[src/rtl/fifo_arb_pkg.sv]
// Shared encodings for the FIFO read arbiter: FSM states and status levels.
package fifo_arb_pkg;

    typedef enum logic [1:0] {
        IDLE = 2'd0,
        POP  = 2'd1,
        HOLD = 2'd2,
        PEEK = 2'd3
    } state_e;

    localparam logic [2:0] ST_EMPTY  = 3'd0;
    localparam logic [2:0] ST_FULL   = 3'd5;
    localparam logic [2:0] ST_STARVE = 3'd6;

endpackage

[src/rtl/fifo_arb_pick.sv]
// Combinational winner pick: highest 3-bit priority wins, ties go to the
// first channel found scanning upward from rr_ptr.
module fifo_arb_pick
    import fifo_arb_pkg::*;
#(
    parameter int NCH = 4,
    parameter int CHW = 2
) (
    input  logic [3*NCH-1:0] prio,
    input  logic [CHW-1:0]   rr_ptr,
    output logic [CHW-1:0]   winner,
    output logic             hit
);

    logic [2:0]     best;
    logic [CHW-1:0] idx;

    // Strict '>' keeps the earliest channel in scan order on a tie.
    always_comb begin
        best   = ST_EMPTY;
        winner = rr_ptr;
        hit    = 1'b0;
        idx    = rr_ptr;
        for (int k = 0; k < NCH; k++) begin
            idx = rr_ptr + CHW'(k);
            if (prio[3*int'(idx) +: 3] > best) begin
                best   = prio[3*int'(idx) +: 3];
                winner = idx;
                hit    = 1'b1;
            end
        end
    end

endmodule

[src/rtl/fifo_rd_arbiter.sv]
// Consumer-side arbiter for a bank of FIFOs: pops the fullest channel with
// round-robin tie break and a starvation guard, plus a non-popping peek port.
module fifo_rd_arbiter
    import fifo_arb_pkg::*;
#(
    parameter int WIDTH      = 32,
    parameter int NCH        = 4,
    parameter int CHW        = 2,
    parameter int STARVE_LIM = 8
) (
    input  logic               clk,
    input  logic               rst_n,
    input  logic [3*NCH-1:0]   fifo_status_i,
    input  logic [WIDTH*NCH-1:0] rd_data_i,
    output logic [NCH-1:0]     rd_en_o,
    output logic [NCH-1:0]     rd_only_o,
    input  logic               arb_en_i,
    output logic               out_valid_o,
    input  logic               out_ready_i,
    output logic [WIDTH-1:0]   out_data_o,
    output logic [CHW-1:0]     out_ch_o,
    input  logic               peek_req_i,
    input  logic [CHW-1:0]     peek_ch_i,
    output logic               peek_valid_o,
    output logic [WIDTH-1:0]   peek_data_o,
    output logic               peek_empty_o,
    output state_e             dbg_state
);

    localparam int SW = $clog2(STARVE_LIM + 1);
    localparam logic [SW-1:0] LIM = SW'(STARVE_LIM);

    state_e          state, state_nxt;
    logic [CHW-1:0]  grant_q;
    logic [CHW-1:0]  peek_ch_q;
    logic [CHW-1:0]  rr_ptr;
    logic [SW-1:0]   starve [NCH];
    logic [2:0]      sts    [NCH];
    logic [3*NCH-1:0] prio;
    logic [CHW-1:0]  winner;
    logic            hit;

    assign dbg_state = state;

    // Codes 6/7 are undefined on the status bus; treat them as full so they
    // can never masquerade as a starvation boost.
    always_comb begin
        prio = '0;
        for (int c = 0; c < NCH; c++) begin
            sts[c] = (fifo_status_i[3*c +: 3] > ST_FULL) ? ST_FULL : fifo_status_i[3*c +: 3];
            prio[3*c +: 3] = (starve[c] == LIM && sts[c] != ST_EMPTY) ? ST_STARVE : sts[c];
        end
    end

    fifo_arb_pick #(
        .NCH (NCH),
        .CHW (CHW)
    ) u_pick (
        .prio   (prio),
        .rr_ptr (rr_ptr),
        .winner (winner),
        .hit    (hit)
    );

    always_ff @(posedge clk or negedge rst_n) begin
        if (!rst_n) state <= IDLE;
        else        state <= state_nxt;
    end

    // A request still high during the peek_valid_o cycle is the one just
    // answered, so it is not taken again.
    always_comb begin
        state_nxt = state;
        rd_en_o   = '0;
        rd_only_o = '0;
        case (state)
            IDLE: begin
                if (peek_req_i && !peek_valid_o) state_nxt = PEEK;
                else if (arb_en_i && hit)        state_nxt = POP;
            end
            POP: begin
                rd_en_o[grant_q] = 1'b1;
                state_nxt        = HOLD;
            end
            HOLD: begin
                if (out_ready_i) state_nxt = IDLE;
            end
            PEEK: begin
                if (sts[peek_ch_q] != ST_EMPTY) begin
                    rd_en_o[peek_ch_q]   = 1'b1;
                    rd_only_o[peek_ch_q] = 1'b1;
                end
                state_nxt = IDLE;
            end
            default: state_nxt = IDLE;
        endcase
    end

    always_ff @(posedge clk or negedge rst_n) begin
        if (!rst_n) begin
            grant_q      <= '0;
            peek_ch_q    <= '0;
            rr_ptr       <= '0;
            out_valid_o  <= 1'b0;
            out_data_o   <= '0;
            out_ch_o     <= '0;
            peek_valid_o <= 1'b0;
            peek_data_o  <= '0;
            peek_empty_o <= 1'b0;
            for (int c = 0; c < NCH; c++) starve[c] <= '0;
        end else begin
            peek_valid_o <= 1'b0;
            case (state)
                IDLE: begin
                    if (state_nxt == POP)  grant_q   <= winner;
                    if (state_nxt == PEEK) peek_ch_q <= peek_ch_i;
                end
                POP: begin
                    out_data_o  <= rd_data_i[int'(grant_q)*WIDTH +: WIDTH];
                    out_ch_o    <= grant_q;
                    out_valid_o <= 1'b1;
                    rr_ptr      <= grant_q + CHW'(1);
                    for (int c = 0; c < NCH; c++) begin
                        if (CHW'(c) == grant_q)        starve[c] <= '0;
                        else if (sts[c] == ST_EMPTY)   starve[c] <= '0;
                        else if (starve[c] != LIM)     starve[c] <= starve[c] + SW'(1);
                    end
                end
                HOLD: begin
                    if (out_ready_i) out_valid_o <= 1'b0;
                end
                PEEK: begin
                    peek_valid_o <= 1'b1;
                    if (sts[peek_ch_q] != ST_EMPTY) begin
                        peek_data_o  <= rd_data_i[int'(peek_ch_q)*WIDTH +: WIDTH];
                        peek_empty_o <= 1'b0;
                    end else begin
                        peek_data_o  <= '0;
                        peek_empty_o <= 1'b1;
                    end
                end
                default: ;
            endcase
        end
    end

endmodule

[config.mk]
export PLATFORM = sky130hd
export DESIGN_NAME = fifo_rd_arbiter
export DESIGN_NICKNAME = d
export VERILOG_FILES = /design/src/rtl/fifo_arb_pkg.sv /design/src/rtl/fifo_arb_pick.sv /design/src/rtl/fifo_rd_arbiter.sv
export SDC_FILE = /design/constraint.sdc
export NUM_CORES = 1
export LEC_CHECK = 0
export BUFFER_PORTS_ARGS = -buffer_cell sky130_fd_sc_hd__buf_2
export CORE_UTILIZATION = 46
export CTS_BUF_LIST = sky130_fd_sc_hd__clkbuf_8 sky130_fd_sc_hd__clkbuf_16
export CTS_CLUSTER_DIAMETER = 40
export CTS_CLUSTER_SIZE = 12
export DETAILED_ROUTE_END_ITERATION = 6
export PLACE_DENSITY_LB_ADDON = 0.05
export SYNTH_ARGS = -nofsm -noshare
export SYNTH_HDL_FRONTEND = slang
export SYNTH_SLANG_ARGS = --single-unit
[constraint.sdc]
create_clock -name clk -period 4.4 [get_ports clk]
set_input_delay 0.88 -clock clk [delete_from_list [all_inputs] [get_ports clk]]
set_output_delay 0.88 -clock clk [all_outputs]
set_load 0.05 [all_outputs]
; Word-level counts from Yosys, hierarchy flattened
; Index checks and enable logic that the tools add are counted.
[word_totals]
wordCells = 144
input_bits = 147
ff_bits = 93
out_inout_bits = 79
[op_classes]
order_cmp = 13
reduce_logical = 32
addsub = 8
shift = 6
multipliers = 4
n_eq_ne = 17
muxes = 49
n_bitwise = 1
[op_table]
columns = operator, count
row1 = variable part select 128 x 8 -> 32 bit, 2
row2 = variable part select 12 x 32 -> 3 bit, 3
row3 = 2-to-1 mux 4 bit, 14
row4 = 2-to-1 mux 3 bit, 13
row5 = 2-to-1 mux 32 bit, 1
row6 = nonzero test 3 bit, 9
row7 = "adder 4 x 1 -> 4 bit, second input constant", 4
row8 = "== test 4 bit, second input constant", 4
row9 = "multiplier 2 x 2 -> 4 bit, first input constant", 4
row10 = "!= test 4 bit, second input constant", 4
row11 = AND reduction 2 bit, 7
row12 = "greater-than comparator 3 bit, second input constant", 4
row13 = logical NOT 3 bit, 4
row14 = 2-to-1 mux 2 bit, 6
row15 = variable part select 12 x 5 -> 3 bit, 1
row16 = greater-than comparator 3 bit, 3
row17 = 2-to-1 mux 1 bit, 9
row18 = logical AND 1 bit, 8
row19 = one-hot mux 2 bit (4 select lines), 1
row20 = one-hot mux 4 bit (2 select lines), 1
row21 = binary-select mux 3 bit (select 2 bit), 1
row22 = "== test 2 bit, second input constant", 3
row23 = "< comparator 2 x 3 -> 1 bit, second input constant", 2
row24 = "adder 2 x 1 -> 2 bit, second input constant", 2
row25 = other kinds (14), 20

; Depth between registers and ports, before layout
; Gate-level depths: netlist of the first run.
[logic_depth]
ltp_word = 20
mapped_depth = 23
ltp_nobuf = 23

; Hierarchy
; From an unflattened synthesis of the first run, not the netlist that was laid out.
[hier_totals]
cells_unflattened = 624
hier_area_um2 = 6515.0
[modules_own_cells]
columns = mod, cells_each, area_per_inst_um2, seq_area_each_um2, n_inst
row1 = fifo_rd_arbiter, 556, 5839.4, 2327.2, 1
row2 = fifo_arb_pick, 68, 675.6, 0.0, 1

; Worst setup path before layout of the first run
; OpenSTA, ideal clock, no wires.
[synth_timing]
kind = input port to flip-flop
start = input port fifo_status_i[10]
end = register grant_q[1]
required_time_ns = 4.274
path_stages = 21
t_arrival_ns = 4.770
path_slack_ns = -0.496
n_path_buf = 0
setup_time_ns = 0.126
cell_sequence = or2_1 a21oi_1 mux2i_1 mux2i_1 inv_1 ha_1 nand3b_1 a32oi_1 mux2_2 ha_1 and3_1 a21oi_1 nand2_1 o21a_1 ha_1 nor2b_1 o21ai_0 a32oi_1 mux2i_1 xnor2_1 mux2i_1
[synth_between]
elab_chain_cells = 20
word_cells_on_any_way = 29
cone_classes = order compare: 5 / eq/ne: 1 / shift: 4 / mux: 15 / reduce/logical: 4
[synth_rtl]
columns = item, line
row1 = from (decl), fifo_rd_arbiter.sv:13  ; input logic [3*NCH-1:0] fifo_status_i,
row2 = greater-than comparator 3 bit, fifo_rd_arbiter.sv:50  ; sts[c] = (fifo_status_i[3*c +: 3] > ST_FULL) ? ST_FULL : fifo_status_i[3*c +: 3];
row3 = 2-to-1 mux 3 bit (*), fifo_rd_arbiter.sv:50
row4 = nonzero test 3 bit, fifo_rd_arbiter.sv:51  ; prio[3*c +: 3] = (starve[c] == LIM && sts[c] != ST_EMPTY) ? ST_STARVE : sts[c];
row5 = logical AND 1 bit, fifo_rd_arbiter.sv:51
row6 = 2-to-1 mux 3 bit (*), fifo_rd_arbiter.sv:51
row7 = variable part select 12 x 5 -> 3 bit, "fifo_arb_pick.sv:26, fifo_arb_pick.sv:27"
row8 = greater-than comparator 3 x 1 -> 1 bit, fifo_arb_pick.sv:26  ; if (prio[3*int'(idx) +: 3] > best) begin
row9 = 2-to-1 mux 3 bit, fifo_arb_pick.sv:26
row10 = [... 4 more ...], --
row11 = greater-than comparator 3 bit, fifo_arb_pick.sv:26
row12 = 2-to-1 mux 1 bit, fifo_arb_pick.sv:26
row13 = logical AND 1 bit, fifo_rd_arbiter.sv:79  ; else if (arb_en_i && hit) state_nxt = POP;
row14 = 2-to-1 mux 2 bit, fifo_rd_arbiter.sv:79
row15 = 2-to-1 mux 2 bit, fifo_rd_arbiter.sv:78  ; if (peek_req_i && !peek_valid_o) state_nxt = PEEK;
row16 = one-hot mux 2 bit (4 select lines), fifo_rd_arbiter.sv:76  ; case (state)
row17 = == test 2 x 1 -> 1 bit, fifo_rd_arbiter.sv:115  ; if (state_nxt == POP) grant_q <= winner;
row18 = AND reduction 2 bit (no source line), --
row19 = to (signal assigned), fifo_rd_arbiter.sv:115
row20 = to (decl), fifo_rd_arbiter.sv:34  ; logic [CHW-1:0] grant_q;
; Every way passes the cells marked *; elsewhere a longest branch is shown, timed or not.
; A chain may end at the register's enable or synchronous reset.

; Worst setup path after layout of the first run
[layout_timing]
start = input port fifo_status_i[7]
end = register grant_q[1]
; Same word-level chain as after synthesis.

==> reports/results.txt, run 1 <==
Chip width: 119 um. The worst-case clock buffer depth came out at 2. Walking the worst path, the cells encountered are buf_2, or2_1, a21oi_2, mux2i_1, mux2i_2, ha_4, buf_4, a32oi_2, mux2_4, ha_4, nand3b_1, a21oi_2, nand2_1, o21a_1, ha_4, nor2b_4, o21ai_2, a32oi_2, mux2i_1, xnor2_1, mux2i_1. Hold timing on the final database bottoms out at a slack of 0.471 ns. In this run, CTS created clock tree buffers numbering 9. Leaving out fill and tap cells, the most frequent cell in the layout is sky130_fd_sc_hd__buf_2.

The H-tree generated during clock tree synthesis spans 3 levels. For this run, the detailed router's first-pass iteration total came to 4. Counting the fill cells in the layout gives 1173. For this run, the number of standard cells in the final layout without fillers is 1050. Each instance of the synthesized netlist takes up on average 10.3 um^2. The detailed router placed 5776 vias in this run. For flop-to-flop paths, the worst setup slack is -0.28 ns. The clock input transition at the sequential cells of the worst setup and hold paths works out to 0.07 ns.

Static timing analysis puts the maximum clock frequency at 214 MHz. The portion of the clock cycle consumed by the worst path in the final layout is 1.06. For this block, the routed nets add up to 18400 um of wire.

The data required time of the critical path came out at 4.63 ns. TritonCTS built the clock tree. The fraction of layout cells with a size suffix above 1 is 0.482.

The measured slew at the worst slew-check pin was 0.925 ns. Once detailed placement completed, the half-perimeter wirelength came to 13700 um. The sequential area share after synthesis is 0.370, and the initial antenna violation count is 0. Setup repair after global routing could not meet its margin everywhere. For the max capacitance violation total, the log shows 0. In this run the cell area of the synthesized design comes to 6290 um^2. The initial cell density of the core is 0.473.

Once detail routing completed, the nets flagged for antenna violations numbered 0. The synthesized design contains 93 register bits. For this block, the initial DRC count from the detailed router was 284. For this design, the sink count on the clock tree is 93. Power density over the cells: 956 nW/um^2. The number of input and output port buffers inserted was 225. The tools report the worst min-delay path startpoint as out_data_o[8]. The final reports fail on setup timing. The area growth from synthesis to layout is 33.7%. The run gives 0 as the number of design rule violations left after detail routing.

The instance count after placement with tap cells included was 1026; the overall fraction of global-route tracks in use was 0.269. The global-route wire length before repair was 29300 um. The largest net degree at the start of global routing is 71, and the number of unique standard cell types used by synthesis is 42. Number of ports placed on the die boundary: 226.

The slowest stage of the critical path is the sky130_fd_sc_hd__mux2_4 cell. The vertical die dimension works out to 119 um. The data arrival time of the critical path was 4.91 ns; the footprint of the multi-input gates was 3800 um^2. For hold timing, the worst endpoint is out_data_o[8].

The tools report the capturing point of the worst reg2reg path as grant_q[1]. For the maximum resistive drop on vdd, the log shows 0.000514 V. The static leakage was 4.22 nW. The count of endpoints failing hold in the final timing report is 0, and the path depth of the worst reg2reg path is 22. The tools report the setup-violating endpoint count in the final report as 3.

The number of nets in the synthesized netlist is 782. Of all nets on the critical path, the largest fanout is 3. The number of vias per cell after detailed routing works out to 5.50. Counting flops with a built-in enable in the synthesized netlist gives 0. The final critical-path setup slack is -0.278 ns. The root buffer cell chosen for the clock tree is sky130_fd_sc_hd__clkbuf_16. Yosys printed 0 warnings. The run gives 0.384 as the worst slew margin relative to its limit. The placeable core region is 13300 um^2, and the flip-flop and latch area is 2330 um^2. On the final layout, the worst clock skew is 0.00714 ns. The repair_antennas step left the layout with diodes totalling 0.

The run gives 14200 um^2 as the overall die area. STA classifies the critical path startpoint as a primary input. Fraction of registers with async set or reset after synthesis: 1.00. The number of global-route vias before repair was 5795. The run gives 0 as the overall overflow remaining after global route. STA classifies the critical path endpoint as a register.

The run finished, with violations left. Counting instances, the worst hold path has a depth of 2. The final-stage net count was 1038; the clock latency on the worst-skew pair was 0.35 ns. Prevailing post-synth register cell: sky130_fd_sc_hd__dfrtp_1. Maximum cell stage delay along the critical path: 0.36 ns. The category of the most critical setup path was in2reg. In the layout the commonest cells are sky130_fd_sc_hd__buf_2 (221), sky130_fd_sc_hd__nand2_1 (149), sky130_fd_sc_hd__dfrtp_1 (89). The final max-slew violation count was 0.

The worst hold path belongs to the class reg2reg. Synthesis produced a netlist whose cell count is 614. For the placement row count, the log shows 42. The core occupancy in the finished layout was 0.633; the clock period minus final worst setup slack was 4.68 ns.

The average wire length per cell after detail routing was 17.5 um; the final estimated routing congestion in global placement was 0.826. The worst register-to-register path begins at starve[4].
==> cell type report <==
| class | count | share of cell area |
|---|---|---|
| Clock buffer | 9 | 0.0268 |
| Sequential cell | 93 | 0.277 |
| Timing Repair Buffer | 281 | 0.186 |
| Tap cell | 176 | 0.0262 |
| Inverter | 54 | 0.0241 |
| Multi-Input combinational cell | 431 | 0.452 |
| Clock inverter | 6 | 0.00758 |
==> critical path: cells and delay by family <==
| family | cells | cell delay [ns] |
|---|---|---|
| compound gates | 6 | 1.16 |
| xor+xnor | 1 | 0.14 |
| fa+ha+maj | 3 | 0.69 |
| buf+inv | 2 | 0.25 |
| mux | 5 | 1.12 |
| simple gates | 4 | 0.66 |
==> how the worst max path moves through the flow <==
stage | from | cells past startpoint | to
after floorplan | fifo_status_i[10] | 21 | dbg_state[0]
after global placement | fifo_status_i[10] | 22 | grant_q[1]
after detailed placement | fifo_status_i[10] | 22 | grant_q[0]
after CTS | starve[8] | 21 | grant_q[1]
after global routing | starve[8] | 23 | grant_q[1]
final | fifo_status_i[7] | 21 | grant_q[1]
==> synth_stat cells (3+ instances only) <==
cell type,n,area share
sky130_fd_sc_hd__nand2_1,149,0.089
sky130_fd_sc_hd__dfrtp_1,93,0.37
sky130_fd_sc_hd__mux4_2,68,0.24
sky130_fd_sc_hd__inv_1,52,0.031
sky130_fd_sc_hd__o21ai_1,33,0.026
sky130_fd_sc_hd__o21ai_0,23,0.018
sky130_fd_sc_hd__a21oi_1,22,0.017
sky130_fd_sc_hd__clkbuf_1,21,0.013
sky130_fd_sc_hd__ha_1,21,0.042
sky130_fd_sc_hd__mux2i_1,16,0.025
sky130_fd_sc_hd__nor2_1,15,0.0089
sky130_fd_sc_hd__nor3_1,14,0.011
sky130_fd_sc_hd__buf_2,13,0.010
sky130_fd_sc_hd__mux2_2,9,0.016
sky130_fd_sc_hd__a21o_1,6,0.0072
sky130_fd_sc_hd__nand3b_1,6,0.0072
sky130_fd_sc_hd__a22o_1,4,0.0056
sky130_fd_sc_hd__o21bai_1,4,0.0048
sky130_fd_sc_hd__o22ai_1,4,0.0040
sky130_fd_sc_hd__or2_1,4,0.0040
sky130_fd_sc_hd__a31oi_1,3,0.0030
sky130_fd_sc_hd__and3b_2,3,0.0048
sky130_fd_sc_hd__nand4_1,3,0.0030
sky130_fd_sc_hd__o21a_1,3,0.0036
==> report_power, final <==
group          total, mW  switching [mW]  leakage, nW  internal [mW]
logic               5.58            3.23         2.93           2.35
registers           1.68           0.423         1.15           1.26
clock network      0.780           0.343        0.138          0.437
==> timing repair <==
action / 4_1_cts / 5_1_grt
hold buffers: 0 / 0
resized for setup: 17 / 7
setup endpoints to repair: 3 / 3
pin swaps: 17 / 16
setup buffers: 4 / 5
==> per-layer routing <==
layer | wire, um | vias to the layer above | share of wire | global-route usage
li1 | - | 2697 | - | -
met1 | 7550 | 2827 | 0.41 | 0.339
met2 | 9400 | 229 | 0.51 | 0.468
met3 | 1080 | 23 | 0.058 | 0.0431
met4 | 384 | 0 | 0.021 | 0.0989
met5 | 0 | - | 0 | 0
==> stage by stage <==
| stage | instance area, um^2 | power (mW) | worst slack, ns | TNS (ns) |
|---|---|---|---|---|
| after floorplan | 6370 | 5.42 | -0.276 | -0.790 |
| after global routing | 8420 | 8.60 | -0.508 | -1.45 |
| after global placement | 7940 | 6.79 | -0.492 | -1.47 |
| final | 8420 | 8.05 | -0.278 | -0.768 |
| after CTS | 8340 | 7.92 | -0.175 | -0.411 |
| after detailed placement | 7940 | 6.90 | -0.658 | -1.97 |
==> logic make-up after synthesis <==
family                     synth area share
AOI/OAI and AO/OA                     0.101
xor gates and xnor gates            0.00278
adders and majority gates            0.0417
buffers and inverters                0.0563
DFF                                   0.370
muxes                                 0.289
and+or+nand+nor                       0.140
==> sequential cells by signal (all words and copies together) (netlist names) <==
name,cells
peek_valid_o,1
peek_ch_q,2
out_valid_o,1
grant_q,2
out_ch_o,2
rr_ptr,2
peek_empty_o,1
out_data_o,32
peek_data_o,32
starve,16
dbg_state,2
No activity file was read; power rests on OpenSTA's default activity.
==> run 2: changes to the inputs <==
--- a/config.mk
+++ b/config.mk
@@ -5,6 +5,7 @@
 export SDC_FILE = /design/constraint.sdc
 export NUM_CORES = 1
 export LEC_CHECK = 0
+export ABC_AREA = 1
 export BUFFER_PORTS_ARGS = -buffer_cell sky130_fd_sc_hd__buf_2
 export CORE_UTILIZATION = 46
 export CTS_BUF_LIST = sky130_fd_sc_hd__clkbuf_8 sky130_fd_sc_hd__clkbuf_16
==> run 2 against run 1 <==
Against the previous run: the run now ends clean; setup slack better by 0.28 ns; clock skew rose by 0.0027 ns; first-iteration DRC count rose by 140%; final cell count up 24%; global-route usage up 3.9 points; fmax rose by 6.4%; routed wire length increased by 17%; clock-buffer cell count unchanged; final area decreased by 0.71%; clock power hardly changed; largest power group unchanged; highest routed layer unchanged.
==> reports/results.txt, run 2 <==
The tools report the initial cell density of the core as 0.472 (-0.00114). The instance count after placement with tap cells included was 1280 (+25%); the number of flops mapped to enable cells by yosys was 0 (unchanged). The logs give 34400 um (+18%) for the global-route wire length before repair and 0.000769 V (+50%) for the maximum resistive drop on vdd. The tools report the final clock skew as 0.00987 ns (+0.00272 ns).

The largest individual stage delay along the critical path comes from the cell sky130_fd_sc_hd__ha_1. The overall overflow remaining after global route is 0 (unchanged), and the placement row count is 42 (unchanged). Clock input transition at the sequential cells of the worst setup and hold paths: 0.07 ns (about the same). The largest registers in the layout are out_data_o: 32 flops, peek_data_o: 32 flops, starve: 16 flops. The gate count after technology mapping was 878 (+43%); the chip width was 119 um (-0.32%). For the final sum of negative setup slack, the log shows 0 ns (+0.768 ns). The max capacitance violation total is 0 (unchanged), and the placeable core region is 13200 um^2 (-0.40%). The combined area of all synthesized cells came out at 6250 um^2 (-0.64%). The number of vias per cell after detailed routing is 5.54 (+0.64%), and the clock period minus final worst setup slack is 4.40 ns (-0.281 ns). The number of global-route vias before repair came out at 6809 (+17%). The logs give 0.04 ns (+0.32 ns) for the setup slack of the most critical reg-to-reg path and 0 (unchanged) for the number of nets with antenna violations after routing.

The tools report the data required time of the critical path as 4.63 ns (about the same). The number of buffers added by the clock tree synthesis step was 9 (unchanged). For the logic gate share of total power, the log shows 0.727 (+0.033). Power density over the cells: 1020 nW/um^2 (+6.6%).

The static leakage was 4.29 nW (+1.7%); the number of ports placed on the die boundary was 226 (unchanged). For the count of H-tree levels built during CTS, the log shows 3 (unchanged). The top cell types in the final layout, fill and taps aside, are sky130_fd_sc_hd__buf_2 (221), sky130_fd_sc_hd__nand2_1 (163), sky130_fd_sc_hd__o21ai_0 (120). The total via count in the routed design was 7225 (+25%); the portion of the clock cycle consumed by the worst path in the final layout was 0.999 (-0.0639).

The tools report the worst slew margin relative to its limit as 0.559 (+0.175). The run finished with clean final reports. The post-detailed-routing wire length came out at 21600 um (+17%). Setup repair after global routing could not meet its margin everywhere.

Setup-violating endpoint count in the final report: 0 (-3). Among all flip-flop cells after synthesis, the most frequent one is sky130_fd_sc_hd__dfrtp_1. The largest net degree at the start of global routing came out at 54 (-24%). The tools report the initial antenna violation count as 0 (unchanged). The vertical die dimension came out at 119 um (-0.32%). Maximum cell stage delay along the critical path: 0.30 ns (-0.06 ns). The number of cells in the finished layout apart from fillers was 1305 (+24%). The synthesized-area fraction occupied by adder cells is 0.0420 (+0.000267). Library cell used as clock root buffer: sky130_fd_sc_hd__clkbuf_16. The data arrival time of the critical path is 4.63 ns (-0.28 ns), and the sequential area share after synthesis is 0.372 (+0.00237). The multiplexer area fraction after synthesis is 0 (-0.289), and the number of clock sinks is 93 (unchanged). The fraction of registers with async set or reset after synthesis was 1.00 (unchanged); the number of unique standard cell types used by synthesis was 36 (-14%).

The portion of total power attributed to sequential cells is 0.182 (-0.027), and the final estimated routing congestion in global placement is 0.914 (+11%). The number of nets in the synthesized netlist is 1046 (+34%), and the compound-cell area share of the yosys netlist is 0.259 (+0.158). Detailed-router iteration count before antenna repair: 5 (+1). For the number of diodes, the log shows 0 (unchanged). Leaving out fill and tap cells, the most frequent cell in the layout is sky130_fd_sc_hd__buf_2.

The run gives 1278 (+9.0%) as the total of fill cells in the finished design. The worst setup path is captured at a register. The run gives 0 (unchanged) as the count of endpoints failing hold in the final timing report.

The tightest min-delay check is of the reg2reg type. The maximum net fanout on the critical path was 4 (+1). Yosys attributes the largest share of cell area to sky130_fd_sc_hd__dfrtp_1 (37%), sky130_fd_sc_hd__nand2_1 (10%), sky130_fd_sc_hd__o21ai_0 (9.8%). Average wire length per cell after detail routing: 16.6 um (-5.5%). The run gives 0 (unchanged) as the total number of yosys warnings. The simple logic cell fraction of the synthesized area is 0.225 (+0.0857), and the proportion of power drawn by the clock network is 0.091 (-0.006).

The overall fraction of global-route tracks in use was 0.308 (+0.0391). The internal power of the cells came out at 3.80 mW (-6.2%). The number of design rule violations left after detail routing is 0 (unchanged), and the half-perimeter wire length of the detailed placement result is 14900 um (+8.7%).

By instance count, the cell type seen most on the critical path is sky130_fd_sc_hd__nand2_1. The final-stage net count is 1293 (+25%). The area share of the leading cell type in the synthesized netlist is 0.372 (+0.00237). Among all cell types in the netlist, the one instantiated most often is sky130_fd_sc_hd__nand2_1.

Measured slew at the worst slew-check pin: 0.661 ns (-0.264 ns). The xor and xnor area share after synthesis came out at 0.00540 (+0.00262). The run gives 14100 um^2 (-0.63%) as the overall die area. The area growth from synthesis to final layout is 33.6% (about the same). The flip-flop and latch count after synthesis is 93 (unchanged).

The hold-fix buffer count after cts was 0 (unchanged). The synthesized area divided by synthesized cell count is 7.12 um^2 (-31%). The commonest cells after synthesis are sky130_fd_sc_hd__nand2_1 (172), sky130_fd_sc_hd__o21ai_0 (123), sky130_fd_sc_hd__dfrtp_1 (93). Category of the most critical setup path: in2reg. The run gives 675 (+140%) as the DRC marker count from the first detailed-route iteration.

The tools report the worst-case clock buffer depth as 2 (unchanged). Of all cell types, the one taking the most synthesized area is sky130_fd_sc_hd__dfrtp_1. The fraction of layout cells with a size suffix above 1 works out to 0.327 (-0.155).

The maximum achievable frequency is 227 MHz (+6.4%). TritonCTS built the clock tree. The largest family of logic cells by synthesized area was compound AO/OA/AOI/OAI gates. STA classifies the critical path startpoint as a primary input.

The final max-slew violation count is 0 (unchanged), and the reported net switching power is 4.72 mW (+18%). The net switching share of the total power came out at 0.554 (+0.0571). Number of input and output port buffers inserted: 225 (unchanged). The clock latency on the worst-skew pair came out at 0.34 ns (about the same).
==> run 2: layout make-up <==
type / count / area (um^2) / area share
Timing Repair Buffer: 286 / 1620 / 0.193
Tap cell: 176 / 220 / 0.0264
Inverter: 101 / 387 / 0.0463
Multi-Input combinational cell: 634 / 3510 / 0.420
Clock inverter: 6 / 65.1 / 0.00779
Clock buffer: 9 / 225 / 0.0270
Sequential cell: 93 / 2330 / 0.279
==> run 2: worst max-delay path, delay by kind of cell <==
kind | cells | cell delay [ns]
adders and majority gates | 3 | 0.86
and+or+nand+nor | 23 | 1.66
buffers and inverters | 6 | 0.36
AOI/OAI and AO/OA | 7 | 0.85
==> run 2: logic make-up after synthesis <==
logic type | Yosys count
buffers and inverters | 151
adders and majority gates | 21
DFF | 93
and+or+nand+nor | 340
AOI/OAI and AO/OA | 270
xor gates and xnor gates | 3
==> run 2: per-layer routing <==
metal	vias to the layer above	part of all wire	wire length, um	GRT usage
met1	3346	0.43	9310	0.411
met2	343	0.47	10100	0.512
met3	41	0.081	1750	0.0521
li1	3495	-	-	-
met5	-	0	0	0
met4	0	0.022	467	0.0894
==> run 2: power by group through the flow <==
stage	combinational, mW	clock [mW]	sequential, mW
floorplan	3.01	0	2.52
global placement	5.42	0	1.55
detailed placement	5.44	0	1.55
CTS	5.49	0.791	1.55
global route	6.77	0.821	1.60
finish	6.19	0.778	1.55
==> run 2: what timing repair did <==
action                                  in CTS  in global routing
resized for setup                            3                 55
buffers inserted                             1                  9
endpoints found under the setup margin       2                  3
pin swaps                                    1                 36
==> run 2: final timing paths <==
check | startpoint | endpoint | cells past startpoint
max in group asynchronous | rst_n | grant_q[0] | 2
max reg2reg | starve[8] | grant_q[0] | 39
min in group asynchronous | rst_n | starve[11] | 1
min | out_data_o[7] | out_data_o[7] | 2
min reg2reg | out_data_o[7] | out_data_o[7] | 2
max | fifo_status_i[1] | grant_q[0] | 39
==> run 2: through the flow <==
stage               utilization  setup slack, ns  hold slack [ns]  area (um^2)  power (mW)
finish                    0.631          0.00252            0.480         8360        8.52
global route              0.631           -0.274            0.502         8360        9.20
CTS                       0.611          0.00594            0.481         8090        7.83
detailed placement        0.588           -0.338            0.460         7790        6.99
global placement          0.588           -0.209            0.459         7790        6.97
floorplan                     -           0.0151            0.519         6270        5.52
==> run 3: changes to the inputs <==
--- a/config.mk
+++ b/config.mk
@@ -7,7 +7,9 @@
 export LEC_CHECK = 0
 export ABC_AREA = 1
 export BUFFER_PORTS_ARGS = -buffer_cell sky130_fd_sc_hd__buf_2
-export CORE_UTILIZATION = 46
+export CELL_PAD_IN_SITES_DETAIL_PLACEMENT = 1
+export CELL_PAD_IN_SITES_GLOBAL_PLACEMENT = 2
+export CORE_UTILIZATION = 24
 export CTS_BUF_LIST = sky130_fd_sc_hd__clkbuf_8 sky130_fd_sc_hd__clkbuf_16
 export CTS_CLUSTER_DIAMETER = 40
 export CTS_CLUSTER_SIZE = 12
==> run 3 against run 2 <==
Against the previous run: sequential cell count stayed put; clock power decreased by 3.6%; die area up 90%; power up 5.6%; clock-buffer cell count unchanged; critical path depth is 2 lower; global-route usage decreased by 8.8 points; combinational power increased by 8.1%; worst hold slack about the same; routed wire length is 33% higher; critical path type unchanged; largest cell class unchanged; largest power group unchanged.
==> reports/results.txt, run 3 (same netlist as run 2, synthesis figures left out) <==
The tools report the final max-slew violation count as 0 (unchanged). The tools report the number of design rule violations left after detail routing as 0 (unchanged). Worst slew margin relative to its limit: 0.489 (-0.0695).

Flip-flop and latch area: 2330 um^2 (unchanged). The path depth of the worst reg2reg path works out to 40 (+2.6%). The reg-to-reg critical path startpoint was starve[13]. The fraction of layout cells with a size suffix above 1 was 0.370 (+0.0431); the overall power consumption was 9.00 mW (+5.6%). Hold-fix buffer count after cts: 0 (unchanged). The area growth from synthesis to final layout is 43.1%, and the internal power of the cells is 4.05 mW (+6.7%). The tools report the library cell used as clock root buffer as sky130_fd_sc_hd__clkbuf_16. The logs give 4.64 ns (about the same) for the data required time of the critical path and 20300 um (+36%) for the half-perimeter wire length of the detailed placement result.

The post-detailed-routing wire length was 28800 um (+33%); the maximum achievable frequency was 233 MHz (+2.5%). The critical path ends at grant_q[1]. Category of the most critical setup path: in2reg. Count of H-tree levels built during CTS: 3 (unchanged). For the static leakage, the log shows 4.46 nW (+4.1%). The tools report the core occupancy in the finished layout as 0.352 (-0.279).

The setup slack of the most critical reg-to-reg path was 0.17 ns (+0.13 ns); the measured slew at the worst slew-check pin was 0.766 ns (+0.105 ns). Worst-case clock buffer depth: 2 (unchanged). The flow ran to the end, and the final reports show no timing, DRC or antenna violations. The maximum cell stage delay along the critical path works out to 0.30 ns (about the same).

The min-delay analysis places its worst path in the category reg2reg. By instance count, the cell type seen most on the critical path is sky130_fd_sc_hd__nand2_1. The tools report the logic gate share of total power as 0.744 (+0.017). Maximum net fanout on the critical path: 4 (unchanged). STA classifies the critical path startpoint as a primary input. TritonCTS built the clock tree. Overall overflow remaining after global route: 0 (unchanged).

The largest registers in the layout are out_data_o: 32 flops, peek_data_o: 32 flops, starve: 16 flops. The tools report the proportion of power drawn by the clock network as 0.083 (-0.008). The clock period minus final worst setup slack was 4.29 ns (-0.107 ns). The tools report the number of buffers added by the clock tree synthesis step as 9 (unchanged). The final-stage net count came out at 1329 (+2.8%).

The library cells used most frequently in the layout, excluding fill and tap cells, are sky130_fd_sc_hd__buf_2 (219), sky130_fd_sc_hd__nand2_1 (156), sky130_fd_sc_hd__o21ai_0 (120). Clock input transition at the sequential cells of the worst setup and hold paths: 0.07 ns (about the same). The overall die area was 26700 um^2 (+90%). The power density over the cells was 1010 nW/um^2 (-1.4%); the number of clock sinks was 93 (unchanged). The chip width came out at 163 um (+38%).

The number of ports placed on the die boundary is 226 (unchanged), and the number of vias per cell after detailed routing is 4.88 (-12%). The maximum resistive drop on vdd was 0.000539 V (-30%); the final clock skew was 0.0142 ns (+0.00435 ns). The run gives 0 (unchanged) as the number of nets with antenna violations after routing. Setup repair after global routing could not meet its margin everywhere.

The average wire length per cell after detail routing is 19.2 um (+16%), and the largest net degree at the start of global routing is 54 (unchanged). The tools report the max capacitance violation total as 0 (unchanged). The number of input and output port buffers inserted came out at 225 (unchanged). The net switching share of the total power was 0.549 (-0.00449); the vertical die dimension was 163 um (+38%). The logs give 3640 um^2 (+3.6%) for the footprint of the multi-input gates and -0.471 ns (-0.133 ns) for the setup slack at placement.

The setup-violating endpoint count in the final report is 0 (unchanged). In this run the worst setup path begins at fifo_status_i[6]. Capturing point of the worst reg2reg path: grant_q[1]. The total via count in the routed design is 7314 (+1.2%).

The worst setup path is captured at a register. The logs give 0.801 (-12%) for the final estimated routing congestion in global placement and 4 (-1) for the detailed-router iteration count before antenna repair. The placement row count is 58 (+38%). For the data arrival time of the critical path, the log shows 4.53 ns (-0.10 ns). The run gives 0.109 ns (+0.107 ns) as the final critical-path setup slack.

The tools report the total of fill cells in the finished design as 3263 (+160%). The library cell used most frequently in the layout, excluding fill and tap cells, is sky130_fd_sc_hd__buf_2. The DRC marker count from the first detailed-route iteration is 338 (-50%). The run gives 0.246 (-0.226) as the initial cell density of the core. The reported net switching power is 4.94 mW (+4.8%). The global-route wire length before repair was 44200 um (+28%).

The count of endpoints failing hold in the final timing report is 0 (unchanged). The library cell contributing the largest single delay on the critical path is sky130_fd_sc_hd__ha_4. The number of global-route vias before repair was 7685 (+13%). The portion of total power attributed to sequential cells came out at 0.173 (-0.009). The clock latency on the worst-skew pair is 0.36 ns (+0.02 ns). The logs give 25400 um^2 (+92%) for the placeable core region and 0.220 (-0.0881) for the overall fraction of global-route tracks in use. The initial antenna violation count was 7 (+7). Portion of the clock cycle consumed by the worst path in the final layout: 0.975 (-0.0242).
-- run 3: layout make-up --
class / instances / share of cell area
inverter: 101 / 0.0435
multi-input combinational: 634 / 0.407
clock inverter: 6 / 0.00447
sequential: 93 / 0.260
clock buffer: 9 / 0.0252
tap: 330 / 0.0461
timing repair buffer: 322 / 0.212
antenna: 5 / 0.00140
-- run 3: metal layers --
| layer | wire, um | global-route usage |
|---|---|---|
| met1 | 12900 | 0.273 |
| met3 | 1580 | 0.0556 |
| met4 | 291 | 0.0518 |
| met5 | 40 | 0 |
| met2 | 14000 | 0.380 |
-- run 3: worst min-delay path by stage --
stage | startpoint | endpoint | cells past startpoint | slack [ns]
after floorplan | starve[15] | starve[15] | 2 | 0.52
after global placement | out_data_o[14] | out_data_o[14] | 2 | 0.46
after detailed placement | peek_data_o[20] | peek_data_o[20] | 2 | 0.47
after CTS | out_data_o[13] | out_data_o[13] | 2 | 0.49
after global routing | out_data_o[25] | out_data_o[25] | 2 | 0.50
final | out_data_o[25] | out_data_o[25] | 2 | 0.48
-- run 3: power by group through the flow --
stage          logic, mW  clock network [mW]  registers [mW]
2_1_floorplan       3.01                   0            2.52
3_3_place_gp        5.79                   0            1.57
3_5_place_dp        5.81                   0            1.57
4_1_cts             6.18               0.785            1.57
5_1_grt             7.44               0.811            1.62
6_report            6.69               0.750            1.56
-- run 3: worst max-delay path, delay by kind of cell --
kind                     cells  cell delay (ns)
adder cells (fa/ha/maj)      3             0.87
buffers and inverters        5             0.37
AND/OR/NAND/NOR             24             1.80
AO/OA/AOI/OAI                5             0.61
-- run 3: timing repair --
| item | CTS | global route |
|---|---|---|
| resized for setup | 31 | 63 |
| endpoints found under the setup margin | 3 | 3 |
| buffers inserted | 23 | 12 |
| pin swaps | 15 | 38 |
-- run 3: stage by stage --
step / hold WS [ns] / setup TNS [ns] / std cells / instance area (um^2)
2_1_floorplan: 0.519 / 0 / 878 / 6270
3_3_place_gp: 0.459 / -0.785 / 1446 / 8070
3_5_place_dp: 0.469 / -1.26 / 1446 / 8070
4_1_cts: 0.489 / 0 / 1484 / 8600
5_1_grt: 0.502 / -0.599 / 1496 / 8940
6_report: 0.480 / 0 / 1500 / 8950
